--- src/rtl/alu_seq_pkg.sv ---
// ============================================================================
// Module   : alu_seq_pkg
// Brief    : Shared op codes, flag bit positions and FSM states for the
//            slice-sequential ALU.
// Revision : 1.0 - initial release
// ============================================================================
`default_nettype none

package alu_seq_pkg;

    typedef enum logic [2:0] {
        OP_ADD = 3'd0,
        OP_ADC = 3'd1,
        OP_SUB = 3'd2,
        OP_SBC = 3'd3,
        OP_AND = 3'd4,
        OP_XOR = 3'd5,
        OP_OR  = 3'd6,
        OP_CP  = 3'd7
    } op_e;

    localparam int FLAG_S  = 5;
    localparam int FLAG_Z  = 4;
    localparam int FLAG_H  = 3;
    localparam int FLAG_PV = 2;
    localparam int FLAG_N  = 1;
    localparam int FLAG_C  = 0;

    typedef enum logic [1:0] {
        ST_IDLE = 2'd0,
        ST_RUN  = 2'd1,
        ST_FIN  = 2'd2
    } state_e;

    typedef enum logic [1:0] {
        LSEL_ARITH = 2'd0,
        LSEL_AND   = 2'd1,
        LSEL_XOR   = 2'd2,
        LSEL_OR    = 2'd3
    } lsel_e;

    function automatic logic is_sub_op(input op_e op);
        return (op == OP_SUB) || (op == OP_SBC) || (op == OP_CP);
    endfunction

    // Subtraction runs as a + ~b + 1, so the borrow-in appears inverted.
    function automatic logic init_carry(input op_e op, input logic cy);
        case (op)
            OP_ADC:        return cy;
            OP_SUB, OP_CP: return 1'b1;
            OP_SBC:        return ~cy;
            default:       return 1'b0;
        endcase
    endfunction

    function automatic lsel_e lsel_of(input op_e op);
        case (op)
            OP_AND:  return LSEL_AND;
            OP_XOR:  return LSEL_XOR;
            OP_OR:   return LSEL_OR;
            default: return LSEL_ARITH;
        endcase
    endfunction

endpackage

`default_nettype wire

--- src/rtl/alu_slice_w.sv ---
// ============================================================================
// Module   : alu_slice_w
// Brief    : Combinational SLICE_W-bit ALU slice with ripple carry taps.
// Revision : 1.0 - initial release
// ============================================================================
`default_nettype none

module alu_slice_w
    import alu_seq_pkg::*;
#(
    parameter int SLICE_W = 4
) (
    input  logic [SLICE_W-1:0] op1,
    input  logic [SLICE_W-1:0] op2,
    input  logic               invert,
    input  lsel_e              logic_sel,
    input  logic               cy_in,
    output logic [SLICE_W-1:0] res,
    output logic               cy_out,
    output logic               cy_msb,
    output logic               cy_h
);

    // Local position of global bit 3 within whichever slice holds it.
    localparam int c_h_loc = 3 % SLICE_W;

    logic [SLICE_W-1:0] w_b;
    logic [SLICE_W-1:0] w_sum;
    logic [SLICE_W:0]   w_c;

    always_comb begin
        w_b    = invert ? ~op2 : op2;
        w_c    = '0;
        w_sum  = '0;
        w_c[0] = cy_in;
        for (int i = 0; i < SLICE_W; i++) begin
            w_sum[i]  = op1[i] ^ w_b[i] ^ w_c[i];
            w_c[i+1]  = (op1[i] & w_b[i]) | (op1[i] & w_c[i]) | (w_b[i] & w_c[i]);
        end
    end

    always_comb begin
        res = w_sum;
        case (logic_sel)
            LSEL_AND: res = op1 & op2;
            LSEL_XOR: res = op1 ^ op2;
            LSEL_OR:  res = op1 | op2;
            default:  res = w_sum;
        endcase
    end

    assign cy_out = w_c[SLICE_W];
    assign cy_msb = w_c[SLICE_W-1];
    assign cy_h   = w_c[c_h_loc+1];

endmodule

`default_nettype wire

--- src/rtl/alu_seq_slice.sv ---
// ============================================================================
// Module   : alu_seq_slice
// Brief    : Multi-cycle Z80-style ALU, WIDTH bits processed SLICE_W per clock.
// Revision : 1.0 - initial release
// ============================================================================
`default_nettype none

module alu_seq_slice
    import alu_seq_pkg::*;
#(
    parameter int WIDTH   = 8,
    parameter int SLICE_W = 4
) (
    input  logic             clk,
    input  logic             rst_n,
    input  logic             start,
    input  logic [2:0]       op,
    input  logic [WIDTH-1:0] a,
    input  logic [WIDTH-1:0] b,
    input  logic             cy_in,
    output logic             busy,
    output logic             done,
    output logic [WIDTH-1:0] result,
    output logic [5:0]       flags
);

    localparam int             c_npass     = WIDTH / SLICE_W;
    localparam int             c_pw        = (c_npass > 1) ? $clog2(c_npass) : 1;
    localparam logic [c_pw-1:0] c_last_pass = c_pw'(c_npass - 1);
    localparam logic           c_has_h     = (WIDTH >= 4);

    state_e             r_state;
    state_e             w_state_nxt;
    logic [c_pw-1:0]    r_pass;
    logic               r_cy;
    logic               r_h;
    op_e                r_op;
    logic [WIDTH-1:0]   r_a;
    logic [WIDTH-1:0]   r_b;
    logic [WIDTH-1:0]   r_acc;
    logic [WIDTH-1:0]   r_result;
    logic [5:0]         r_flags;

    logic               w_accept;
    logic               w_inv;
    lsel_e              w_lsel;
    logic [SLICE_W-1:0] w_op1;
    logic [SLICE_W-1:0] w_op2;
    logic [SLICE_W-1:0] w_res;
    logic               w_cy_out;
    logic               w_cy_msb;
    logic               w_cy_h;
    logic               w_h_here;
    logic               w_h_cur;
    logic [WIDTH-1:0]   w_full;
    logic [5:0]         w_flags;

    assign w_accept = start && (r_state != ST_RUN);
    assign w_inv    = is_sub_op(r_op);
    assign w_lsel   = lsel_of(r_op);
    assign w_op1    = r_a[r_pass*SLICE_W +: SLICE_W];
    assign w_op2    = r_b[r_pass*SLICE_W +: SLICE_W];

    alu_slice_w #(
        .SLICE_W (SLICE_W)
    ) u_slice (
        .op1       (w_op1),
        .op2       (w_op2),
        .invert    (w_inv),
        .logic_sel (w_lsel),
        .cy_in     (r_cy),
        .res       (w_res),
        .cy_out    (w_cy_out),
        .cy_msb    (w_cy_msb),
        .cy_h      (w_cy_h)
    );

    generate
        if (WIDTH >= 4) begin : g_half
            localparam logic [c_pw-1:0] c_h_pass = c_pw'(3 / SLICE_W);
            assign w_h_here = (r_pass == c_h_pass);
        end else begin : g_no_half
            assign w_h_here = 1'b0;
        end
    endgenerate

    always_ff @(posedge clk) begin
        if (!rst_n) r_state <= ST_IDLE;
        else        r_state <= w_state_nxt;
    end

    always_comb begin
        w_state_nxt = r_state;
        case (r_state)
            ST_IDLE, ST_FIN: w_state_nxt = start ? ST_RUN : ST_IDLE;
            ST_RUN:          if (r_pass == c_last_pass) w_state_nxt = ST_FIN;
            default:         w_state_nxt = ST_IDLE;
        endcase
    end

    // Final value: earlier slices from the accumulator, current slice live.
    always_comb begin
        w_full = r_acc;
        w_full[r_pass*SLICE_W +: SLICE_W] = w_res;
        w_h_cur = w_h_here ? w_cy_h : r_h;

        w_flags         = '0;
        w_flags[FLAG_S] = w_full[WIDTH-1];
        w_flags[FLAG_Z] = (w_full == '0);
        w_flags[FLAG_N] = w_inv;
        if (w_lsel == LSEL_ARITH) begin
            w_flags[FLAG_C]  = w_cy_out ^ w_inv;
            w_flags[FLAG_H]  = c_has_h & (w_h_cur ^ w_inv);
            w_flags[FLAG_PV] = w_cy_msb ^ w_cy_out;
        end else begin
            w_flags[FLAG_H]  = (w_lsel == LSEL_AND);
            w_flags[FLAG_PV] = ~^w_full;
        end
    end

    always_ff @(posedge clk) begin
        if (!rst_n) begin
            r_pass   <= '0;
            r_cy     <= 1'b0;
            r_h      <= 1'b0;
            r_op     <= OP_ADD;
            r_a      <= '0;
            r_b      <= '0;
            r_acc    <= '0;
            r_result <= '0;
            r_flags  <= '0;
        end else if (w_accept) begin
            r_pass <= '0;
            r_cy   <= init_carry(op_e'(op), cy_in);
            r_h    <= 1'b0;
            r_op   <= op_e'(op);
            r_a    <= a;
            r_b    <= b;
        end else if (r_state == ST_RUN) begin
            r_cy <= w_cy_out;
            r_acc[r_pass*SLICE_W +: SLICE_W] <= w_res;
            if (w_h_here) r_h <= w_cy_h;
            if (r_pass == c_last_pass) begin
                r_pass  <= '0;
                r_flags <= w_flags;
                if (r_op != OP_CP) r_result <= w_full;
            end else begin
                r_pass <= r_pass + 1'b1;
            end
        end
    end

    assign busy   = (r_state == ST_RUN);
    assign done   = (r_state == ST_FIN);
    assign result = r_result;
    assign flags  = r_flags;

endmodule

`default_nettype wire
--- config.mk ---
export PLATFORM = sky130hd
export DESIGN_NAME = alu_seq_slice
export DESIGN_NICKNAME = d
export VERILOG_FILES = /design/src/rtl/alu_seq_pkg.sv /design/src/rtl/alu_slice_w.sv /design/src/rtl/alu_seq_slice.sv
export SDC_FILE = /design/constraint.sdc
export NUM_CORES = 1
export LEC_CHECK = 0
export ABC_AREA = 1
export CAP_MARGIN = 20
export CORE_ASPECT_RATIO = 0.5
export CORE_MARGIN = 2
export CORE_UTILIZATION = 49
export DETAILED_ROUTE_END_ITERATION = 8
export PLACE_DENSITY = 0.86
export SYNTH_ARGS = -nofsm -noshare
export SYNTH_HDL_FRONTEND = slang
export SYNTH_SLANG_ARGS = --single-unit
--- constraint.sdc ---
create_clock -name clk -period 4.1 [get_ports clk]
set_clock_uncertainty 0.1 [all_clocks]
set_input_delay 0.82 -clock clk [delete_from_list [all_inputs] [get_ports clk]]
set_output_delay 0.82 -clock clk [all_outputs]
set_load 0.01 [all_outputs]
**Yosys cells after proc, flatten, opt, wreduce, memory -nomap -nowiden**

Index checks and enable logic that the tools add are counted.

- Memory bits (read-only): 0
- Register bits: 46
- Logic and storage cells: 100
- Output and inout bits: 16
- Memories kept: 0
- Input port bits: 23
- Bits in writable memories: 0
- Bits in latches: 0

- Add/subtract/negate cells: 2
- Reduce and logical (&&, ||, !) cells: 14
- Mux-type cells: 14
- Order comparisons: 0
- Bitwise operators: 38
- Shift operators: 4
- Multipliers: 0
- Div/mod/pow operators: 0
- Eq/ne operators: 18

Operators with widths:

| kind | count |
|---|---|
| $neg 3->34 | 1 |
| $shift 4x34->8 const A | 1 |
| $shiftx 4x34->8 | 1 |
| $shiftx 8x4->4 | 2 |
| $eq 3x3->1 const B | 5 |
| $and 1x1->1 | 12 |
| $eq 3x2->1 const B | 4 |
| $pmux 4 s3 | 1 |
| $xor 1x1->1 | 11 |
| $bwmux 8 | 1 |
| $logic_not 8->1 | 1 |
| $or 1x1->1 | 8 |
| $reduce_xnor 8->1 | 1 |
| $eq 2x2->1 const B | 3 |
| $mux 1 | 6 |
| $pmux 2 s3 | 1 |
| $reduce_or 2->1 | 3 |
| $and 4x4->4 | 1 |
| $eq 2x1->1 const B | 2 |
| $logic_not 2->1 | 2 |
| $mux 2 | 2 |
| $mux 4 | 1 |
| $ne 2x1->1 const B | 2 |
| $not 4->4 | 1 |
| 14 further kinds | 17 |

**Logic depth before layout (Yosys ltp)**

Gate-level depths: netlist (run 1).

- Depth in word-level cells: 19
- Gate-level depth with buffers: 20
- Depth with buffers taken out: 19

**By module**

A second synthesis (run 1) with hierarchy kept.

- Cells, all modules: 363
- Area total of the unflattened synthesis: 2,617.5 sq um

By module, submodules not included:

| module | cells each | area an instance (sq um) | instances | seq. area each (sq um) |
|---|---|---|---|---|
| alu_seq_slice | 309 | 2,192.1 | 1 | 920.9 |
| alu_slice_w | 54 | 425.4 | 1 | 0.0 |

**Worst setup path before layout (run 1)**

No wires, ideal clock.

- Kind: reg-to-reg
- Start: register r_pass
- End: register r_flags[2], in the netlist flags[2]
- Library setup time: 0.070 ns
- Clock period less this slack: 3.880 ns
- Arrival: 3.710 ns
- Slack: 0.220 ns
- Data required time: 3.930 ns
- Path buffers: 1
- Cell stages (with the launch flop): 21
- Path through: dfxtp_1 > inv_2 > clkbuf_1 > or2_2 > o21ai_1 > inv_1 > fa_1 > fa_1 > fa_1 > inv_1 > fa_1 > inv_1 > nand2_1 > nand4_2 > a21boi_0 > ha_1 > xor2_1 > nor2_1 > nor2_1 > nand2_1 > a21oi_1

- Cells in the longest elaborated chain, start to end: 18
- Elaborated cells on any way between the ends: 44
- Classes of those cells: add/sub: 1; shift: 4; mux: 4; bitwise: 33; reduce/logical: 2

RTL lines:

| what | line | RTL |
|---|---|---|
| start: declaration | alu_seq_slice.sv:34 | `logic [c_pw-1:0] r_pass;` |
| start signal: assignment | alu_seq_slice.sv:148 | `r_pass <= r_pass + 1'b1;` |
| $shiftx 8x4->4 | alu_seq_slice.sv:62 | `assign w_op2 = r_b[r_pass*SLICE_W +: SLICE_W];` |
| $not 4->4 | alu_slice_w.sv:32 | `w_b = invert ? ~op2 : op2;` |
| $mux 4 | alu_slice_w.sv:32 |  |
| $and 1x1->1 | alu_slice_w.sv:38 | `w_c[i+1] = (op1[i] & w_b[i]) \| (op1[i] & w_c[i]) \| (w_b[i] & w_c[i]);` |
| $or 1x1->1 (2 in series) | alu_slice_w.sv:38 |  |
| $and 1x1->1 | alu_slice_w.sv:38 |  |
| $or 1x1->1 (2 in series) | alu_slice_w.sv:38 |  |
| $and 1x1->1 | alu_slice_w.sv:38 |  |
| $or 1x1->1 (2 in series) | alu_slice_w.sv:38 |  |
| $xor 1x1->1 | alu_slice_w.sv:37 | `w_sum[i] = op1[i] ^ w_b[i] ^ w_c[i];` |
| $pmux 4 s3 | alu_slice_w.sv:44 | `case (logic_sel)` |
| $shiftx 4x34->8 | alu_seq_slice.sv:104 | `w_full[r_pass*SLICE_W +: SLICE_W] = w_res;` |
| $bwmux 8 | alu_seq_slice.sv:104 |  |
| $reduce_xnor 8->1 | alu_seq_slice.sv:117 | `w_flags[FLAG_PV] = ~^w_full;` |
| $mux 2 | alu_seq_slice.sv:111 | `if (w_lsel == LSEL_ARITH) begin` |
| end signal: assignment | alu_seq_slice.sv:145 | `r_flags <= w_flags;` |
| end: declaration | alu_seq_slice.sv:42 | `logic [5:0] r_flags;` |

Parallel ways exist; a longest one is shown, timed or not.
A chain may end at the register's enable or synchronous reset.

**Worst setup path after layout (run 1)**

Same ends and word-level chain as after synthesis.

==> results of run 1 <==
## registers in the layout (all words and copies together) (netlist names)
name / cells
flags: 6
r_acc: 8
r_b: 8
r_op: 3
r_pass: 1
r_h: 1
r_cy: 1
r_a: 8
result: 8
r_state: 2
## worst max path at each step
stage           start  endpoint  depth (start not counted)
6_report       r_pass  flags[2]                         19
2_1_floorplan  r_pass  flags[2]                         20
4_1_cts        r_pass  flags[2]                         19
5_1_grt        r_pass  flags[2]                         19
3_5_place_dp   r_pass  flags[2]                         19
3_3_place_gp   r_pass  flags[2]                         19
## layout by cell type, fill, tap and decap left out, drive strengths merged, types with 4 or more instances in the layout
cell,n
nand3,23
buf,7
clkbuf,7
ha,12
o21ai,41
inv,37
nand4,11
nor2,55
a21oi,15
or2,8
clkdlybuf4s50,38
xnor2,6
nand2,46
dfxtp,46
fa,4
## where the power goes
part	switching [uW]	internal (uW)	total, uW
Sequential	18.9	475	493
Combinational	220	154	374
Clock	153	118	271
Total	392	746	1140
## per-layer routing
| metal | routed length (um) | track usage, % | vias to the layer above |
|---|---|---|---|
| li1 | - | - | 1158 |
| met1 | 2710 | 25.8 | 1051 |
| met2 | 2850 | 35.8 | 80 |
| met3 | 362 | 4.72 | 12 |
| met4 | 106 | 5.19 | 0 |
| met5 | 0 | 0 | - |
## metrics by stage
| step | worst slack (ps) | std cells | total power (uW) | cell area, um2 | util [%] |
|---|---|---|---|---|---|
| 2_1_floorplan | 220 | 333 | 762 | 2590 | - |
| 3_3_place_gp | 294 | 434 | 842 | 3030 | 60.6 |
| 3_5_place_dp | 113 | 434 | 861 | 3030 | 60.6 |
| 4_1_cts | 94.2 | 441 | 1130 | 3110 | 62.1 |
| 5_1_grt | -8.42 | 441 | 1210 | 3130 | 62.5 |
| 6_report | 239 | 441 | 1140 | 3130 | 62.5 |
## timing repair
| action | CTS | global route |
|---|---|---|
| hold buffers | 0 | 0 |
| endpoints found under the setup margin | 0 | 1 |
| gates resized for setup | 0 | 7 |
| endpoints found under the hold margin | 0 | 0 |
## critical path, cell delays in order (launching register included)
cell,delay (ps)
dfxtp_2,380
inv_2,50
or2_2,270
o21ai_2,80
inv_1,90
fa_1,430
fa_2,360
fa_2,360
inv_1,90
fa_1,390
inv_1,60
nand2_1,50
nand4_2,140
a21boi_0,130
ha_1,350
xor2_2,150
nor2_1,50
nor2_1,90
nand2_1,60
a21oi_1,110
## layout make-up
type                            instances  area share [%]
Tap cell                               70            2.80
Inverter                               38            5.12
Clock buffer                            7            2.44
Multi-Input combinational cell        235            46.3
Sequential cell                        46            29.5
Timing Repair Buffer                   45            13.8
## cell families (layout without fill, tap and decap cells)
logic type	count (synthesis)	in the layout	synth area share, %
AOI/OAI and AO/OA	63	63	13.3
xor gates and xnor gates	9	9	3.05
adders and majority gates	16	16	8.90
buffers and inverters	52	90	9.24
DFF	46	46	35.6
muxes	1	1	0.387
and+or+nand+nor	146	146	29.5
==> flow_metrics.py, run 1 <==
metrics = {
    "floorplan": {
        "fp.dieW_um": 107,
        "rows": 18,
        "fp.dieH_um": 55.4,
        "die_area_um2": 5910,
        "io_pins": 39,
        "core_um2": 5000,
        "initial_utilization_pct": 51.8,
    },
    "clock_tree": {
        "cts-buffers-inserted": 5,
        "cts.sinks": 46,
        "clk_pin_slew_worst_paths_ps": 90,
        "post_cts_buffers": 0,
        "clk_latency_ps": 300,
        "clockRootBuffer": "clkbuf_8",
        "htreeDepth": 2,
        "cts_tree": "yes",
        "clock_path_buffers": 2,
    },
    "synth": {
        "synthDistinctLibCells": 39,
        "synth_seq_cells": 46,
        "yosysSeqAreaShare_pct": 35.6,
        "synth.area.top_cells": "dfxtp_1 36%, o21ai_0 6.4%, nor2_1 6.1%",
        "synth_top_area_share_pct": 35.6,
        "syn_area_um2": 2590,
        "synth_cells": 333,
        "synth_edf_count": 0,
        "synthTopCellsByCount": "46 x dfxtp_1, 42 x nor2_1, 40 x nand2_1, 33 x o21ai_0, 30 x inv_1",
        "yosys.area.top_type": "dfxtp_1",
        "async_flop_share_pct": 0,
        "synth_fp_nets": 372,
        "yosys_warnings": 0,
        "yosysMostFrequentCell": "dfxtp_1",
        "synth_ff_type": "dfxtp_1",
        "avgSynthCellArea_um2": 7.77,
    },
    "power_and_ir_drop": {
        "power_leakage_uw": 0.00132,
        "ir_worst_vdd_v": 0.000176,
        "power_density_nw_per_um2": 364,
    },
    "global_routing": {
        "grt.overflow.total": 0,
        "grt_max_degree": 36,
        "antenna_found_initial": 0,
        "grt_pass1_vias": 2218,
        "track_usage_pct": 20.5,
        "grt_pass1_wl_mm": 9.85,
    },
    "route": {
        "via_per_inst": 5.22,
        "drc": 0,
        "via_count": 2301,
        "wl_per_cell_um": 13.7,
        "ant_nets": 0,
        "routed_wl_mm": 6.03,
        "dr.pass1.iters": 5,
        "drt-initial-drc-count": 123,
    },
    "finish": {
        "area_growth_pct": 20.8,
        "regArea_um2": 922,
        "final_nets": 410,
        "multi_input_area_um2": 1450,
        "num_antenna_cells": 0,
        "drive_above_1_share_pct": 16.7,
        "fillers": 441,
    },
    "placement": {
        "io_buffers": 38,
        "place_hpwl_mm": 4.42,
        "globalplace.congestion": 0.904,
    },
    "sta": {
        "max_freq_ghz": 0.259,
        "slew_violations": 0,
        "slew_headroom_pct": 66.5,
        "whs_ps": 369,
        "finalSetupViolCount": 0,
        "finalSetupTns_ps": 0,
        "hold_violations": 0,
        "min_period_ps": 3860,
        "period_share_pct": 94.2,
        "tightestPinTransition_ps": 497,
    },
    "min_path": {
        "hold_path_end": "result[0]",
        "worstHoldPathCells": 2,
        "hold_path_startpoint": "result[0]",
        "hp-class": "reg2reg",
    },
    "worst_setup_path": {
        "rr_endpoint": "flags[2]",
        "reg2regPathDepth": 19,
        "crit_type": "reg2reg",
        "worstPathArrival_ps": 4000,
        "critPathLaunchType": "register",
        "r2r_slack_ps": 240,
        "required_ps": 4240,
        "path_max_fanout": 5,
        "cp-end-kind": "register",
        "r2r_start": "r_pass",
    },
    "job": {
        "cap_violations": 0,
    },
    "run_status": {
        "status": "finished clean",
    },
}
Note: power is estimated with default switching activity, not from simulation.
==> run 2, diff against run 1 <==
Settings changed: CORE_UTILIZATION 49 to 54, PLACE_DENSITY 0.86 to 0.9.
Clock period 4.1 ns to 4.25 ns, I/O delays scaled along.
==> run 2 against run 1 <==
  * Critical path depth is the same
  * First-iteration DRC count grew 29%
  * Highest routed layer unchanged
  * Non-clock buffer count is the same
  * Via count shrank 1.3%
  * Maximum frequency shrank 3.9%
  * Clock power grew 21%
==> flow_metrics.py, run 2 (same netlist as run 1, synthesis figures left out) <==
metrics = {
    "clock_tree": {
        "cts_tree": "yes",
        "htreeDepth": 2,
        "cts_hold_repair.buffers": 0,
        "cts-buffers-inserted": 5,
        "clk_latency_ps": 310,
        "clk_pin_slew_worst_paths_ps": 80,
        "cts.sinks": 46,
        "clockRootBuffer": "clkbuf_8",
        "clock_path_buffers": 2,
    },
    "run_status": {
        "status": "finished clean",
    },
    "floorplan": {
        "io_pins": 39,
        "die_area_um2": 5390,
        "core_um2": 4510,
        "fp.dieH_um": 52.9,
        "initial_utilization_pct": 57.4,
        "rows": 17,
        "fp.dieW_um": 102,
    },
    "global_routing": {
        "use_met2_pct": 40.1,
        "grt_pass1_vias": 2205,
        "track_usage_pct": 24.3,
        "antenna_found_initial": 0,
        "grt_pass1_wl_mm": 10.0,
        "busiest_layer": "met2",
        "grt_max_degree": 36,
        "use_met1_pct": 31.2,
        "grt.overflow.total": 0,
        "use_met3_pct": 5.81,
    },
    "job": {
        "cap_violations": 0,
    },
    "sta": {
        "rsz0062_at_grt": "no",
        "finalSetupTns_ps": 0,
        "slew_headroom_pct": 59.4,
        "tightestPinTransition_ps": 603,
        "slew_violations": 0,
        "min_period_ps": 4020,
        "finalSetupViolCount": 0,
        "period_share_pct": 94.6,
        "max_freq_ghz": 0.249,
        "hold_violations": 0,
    },
    "worst_setup_path": {
        "critPathLaunchType": "register",
        "cp-end-kind": "register",
        "required_ps": 4390,
        "worstPathArrival_ps": 4160,
        "path_max_fanout": 5,
        "crit_type": "reg2reg",
    },
    "finish": {
        "layoutNonFillerInstCount": 438,
        "num_antenna_cells": 0,
        "final_nets": 410,
        "multi_input_area_um2": 1430,
        "drive_above_1_share_pct": 16.1,
        "final_common_cell": "dfxtp_1",
        "fillers": 362,
        "mostFrequentLayoutCells": "45 x dfxtp_1, 42 x nor2_1, 40 x nand2_1, 38 x clkdlybuf4s50_1, 33 x o21ai_0",
        "regArea_um2": 922,
        "area_growth_pct": 21.1,
    },
    "route": {
        "wl_per_cell_um": 13.5,
        "dr.pass1.iters": 5,
        "drt-initial-drc-count": 159,
        "routed_wl_mm": 5.89,
        "via_count": 2271,
        "ant_nets": 0,
        "via_per_inst": 5.18,
        "drc": 0,
    },
    "placement": {
        "io_buffers": 38,
        "place_hpwl_mm": 4.31,
        "dpl.cell_count": 430,
        "globalplace.congestion": 0.850,
    },
    "min_path": {
        "hp-class": "reg2reg",
    },
    "power_and_ir_drop": {
        "ir_worst_vdd_v": 0.000172,
        "power_density_nw_per_um2": 370,
        "power_leakage_uw": 0.00134,
    },
}
==> run 2: area by class of cell <==
cell class                      count  share of cell area [%]
Tap cell                           66                    2.63
Multi-Input combinational cell    235                    45.5
Inverter                           38                    5.11
Timing Repair Buffer               45                    13.8
Clock inverter                      3                    1.28
Clock buffer                        5                    2.20
Sequential cell                    46                    29.4
==> run 2: where the power goes <==
part	leakage (uW)	internal (uW)	switching (uW)
registers	0.000377	458	17.1
clock network	0.0000579	173	155
logic	0.000906	147	209
total	0.00134	778	382
==> run 2: per-layer routing <==
metal  wire length [um]  up-vias
li1                   -     1159
met1               2730     1026
met2               2730       77
met3                359        9
met4                 70        0
met5                  0        -
==> run 2: what timing repair did <==
action,in CTS,in global routing
setup endpoints to repair,0,1
gates resized for setup,0,1
buffers inserted,0,0
==> run 2: through the flow <==
stage	utilization [%]	instance area, um2	hold WS [ps]	setup slack [ps]	power, uW
global placement	67.1	3020	337	435	814
floorplan	-	2590	324	370	735
global route	69.5	3130	376	5.95	1230
detailed placement	67.1	3020	344	202	833
CTS	69.5	3130	355	171	1160
finish	69.5	3130	359	231	1160
==> run 2: final timing paths <==
kind	startpoint	to	slack (ps)	cells past startpoint
max	r_pass	flags[2]	230	19
min	r_b[0]	r_b[0]	360	2
max reg2reg	r_pass	flags[2]	230	19
min reg2reg	r_b[0]	r_b[0]	360	2
==> run 2: worst max-delay path, stage by stage (launching register included) <==
cell and delay, ps:
dfxtp_2 370, inv_2 40, or2_2 260, o21ai_1 130
inv_1 110, fa_1 410, fa_1 400, fa_1 420
inv_1 100, fa_1 390, inv_1 60, nand2_1 60
nand4_2 130, a21boi_0 120, ha_1 310, xor2_1 210
nor2_1 60, nor2_1 90, nand2_1 60, a21oi_1 110
==> run 3, diff against run 2 <==
Settings changed: CORE_UTILIZATION 54 to 63, DONT_BUFFER_PORTS from default to 1, PLACE_DENSITY 0.9 to 0.89.
==> run 3 against run 2 <==
  * Combinational power decreased by 9.8%
  * Cell count decreased by 12%
  * Routed wire length decreased by 4.9%
  * Non-clock buffer count decreased by 39
  * Sequential share of layout area increased by 4.3 points
==> flow_metrics.py, run 3 (same netlist as run 1, synthesis figures left out) <==
metrics = {
    "worst_setup_path": {
        "r2r_slack_ps": 250,
        "cp-end-kind": "register",
        "cpMaxStageDelayCell": "fa_1",
        "crit_chain": "inv_2, or2_2, o21ai_2, inv_1, fa_1, fa_1, fa_1, inv_1, fa_1, inv_1, nand2_1, nand4_2, a21boi_0, ha_1, xor2_1, nor2_1, nor2_1, nand2_1, a21oi_1",
        "crit_type": "reg2reg",
        "required_ps": 4380,
        "reg2regPathDepth": 19,
        "critPathLaunchType": "register",
        "crit_path_max_incr_delay_ps": 430,
        "cp-endpoint": "flags[2]",
        "rr_endpoint": "flags[2]",
        "critPathMostFrequentCell": "fa_1",
        "path_max_fanout": 5,
        "startpoint": "r_pass",
        "worstPathArrival_ps": 4130,
        "r2r_start": "r_pass",
    },
    "route": {
        "ant_nets": 0,
        "routed_wl_mm": 5.61,
        "via_per_inst": 5.65,
        "drc": 0,
        "wl_per_cell_um": 14.5,
        "drt-initial-drc-count": 141,
        "dr.pass1.iters": 5,
        "via_count": 2185,
    },
    "global_routing": {
        "antenna_found_initial": 0,
        "grt.overflow.total": 0,
        "grt_max_degree": 36,
        "grt_pass1_wl_mm": 9.67,
        "grt_pass1_vias": 2088,
        "track_usage_pct": 26.7,
    },
    "floorplan": {
        "io_pins": 39,
        "fp.dieW_um": 94.6,
        "rows": 16,
        "die_area_um2": 4670,
        "initial_utilization_pct": 65.9,
        "core_um2": 3920,
        "fp.dieH_um": 49.3,
    },
    "power_and_ir_drop": {
        "power_leakage_uw": 0.00120,
        "ir_worst_vdd_v": 0.000174,
        "power_density_nw_per_um2": 405,
    },
    "sta": {
        "tightestPinTransition_ps": 485,
        "hold_violations": 0,
        "max_freq_ghz": 0.250,
        "period_share_pct": 94.1,
        "rsz0062_at_grt": "no",
        "worst_slack_ps": 251,
        "slew_headroom_pct": 67.3,
        "min_period_ps": 4000,
        "slew_violations": 0,
        "finalSetupViolCount": 0,
        "finalSetupTns_ps": 0,
    },
    "clock_tree": {
        "clock_path_buffers": 2,
        "ctsResizeCount": 0,
        "cts-buffers-inserted": 5,
        "cts_hold_repair.buffers": 0,
        "clockRootBuffer": "clkbuf_8",
        "clk_pin_slew_worst_paths_ps": 80,
        "cts_tree": "yes",
        "post_cts_buffers": 0,
        "htreeDepth": 2,
        "clk_latency_ps": 300,
        "cts.sinks": 46,
    },
    "min_path": {
        "hp-class": "reg2reg",
        "worstHoldPathCells": 2,
    },
    "finish": {
        "fillers": 335,
        "mostFrequentLayoutCells": "45 x dfxtp_1, 42 x nor2_1, 40 x nand2_1, 33 x o21ai_0, 30 x inv_1",
        "drive_above_1_share_pct": 18.0,
        "final_common_cell": "dfxtp_1",
        "num_antenna_cells": 0,
        "final_nets": 371,
        "area_growth_pct": 5.75,
    },
    "placement": {
        "globalplace.congestion": 0.841,
        "place_hpwl_mm": 4.08,
        "dp_slack_ps": 199,
        "io_buffers": 0,
    },
    "run_status": {
        "status": "finished clean",
    },
    "job": {
        "cap_violations": 0,
    },
}
-- run 3: how the worst min path moves through the flow --
| stage | start | to | slack (ps) |
|---|---|---|---|
| global route | r_b[0] | r_b[0] | 400 |
| global placement | r_b[0] | r_b[0] | 340 |
| floorplan | r_b[0] | r_b[0] | 320 |
| CTS | r_b[0] | r_b[0] | 370 |
| finish | r_b[0] | r_b[0] | 360 |
| detailed placement | r_b[0] | r_b[0] | 360 |
-- run 3: per-stage QoR --
step	instances	hold WS, ps	total power, uW	util (%)	instance area [um2]
finish	387	361	1110	69.7	2740
global route	387	403	1170	69.7	2740
CTS	387	367	1100	69.6	2730
detailed placement	379	356	799	66.8	2620
global placement	379	344	785	66.8	2620
floorplan	333	324	735	-	2590
-- run 3: final cells by class --
class | instances | area [um2] | share of cell area (%)
Multi-Input combinational cell | 235 | 1430 | 52.3
Sequential cell | 46 | 922 | 33.7
Tap cell | 54 | 67.6 | 2.47
Timing Repair Buffer | 6 | 45.0 | 1.65
Inverter | 38 | 160 | 5.85
Clock buffer | 8 | 110 | 4.02
-- run 3: critical path: cells and delay by family, from the launching register on --
family                   cells  cell delay (ps)
AND/OR/NAND/NOR              6              680
flip-flops                   1              370
XOR/XNOR                     1              210
AO/OA/AOI/OAI                3              340
buffers and inverters        4              300
adder cells (fa/ha/maj)      5             1940
-- run 3: report_power, final --
group | internal, uW | switching (uW) | total [uW]
Sequential | 458 | 18.6 | 476
Clock | 164 | 146 | 311
Combinational | 123 | 198 | 321
-- run 3: routing by layer --
layer | up-vias | global-route usage (%) | wire length, um
met5 | - | 0 | 0
met4 | 0 | 7.73 | 75
met3 | 9 | 5.56 | 407
met2 | 90 | 43.4 | 2590
met1 | 1005 | 36.1 | 2530
li1 | 1081 | - | -
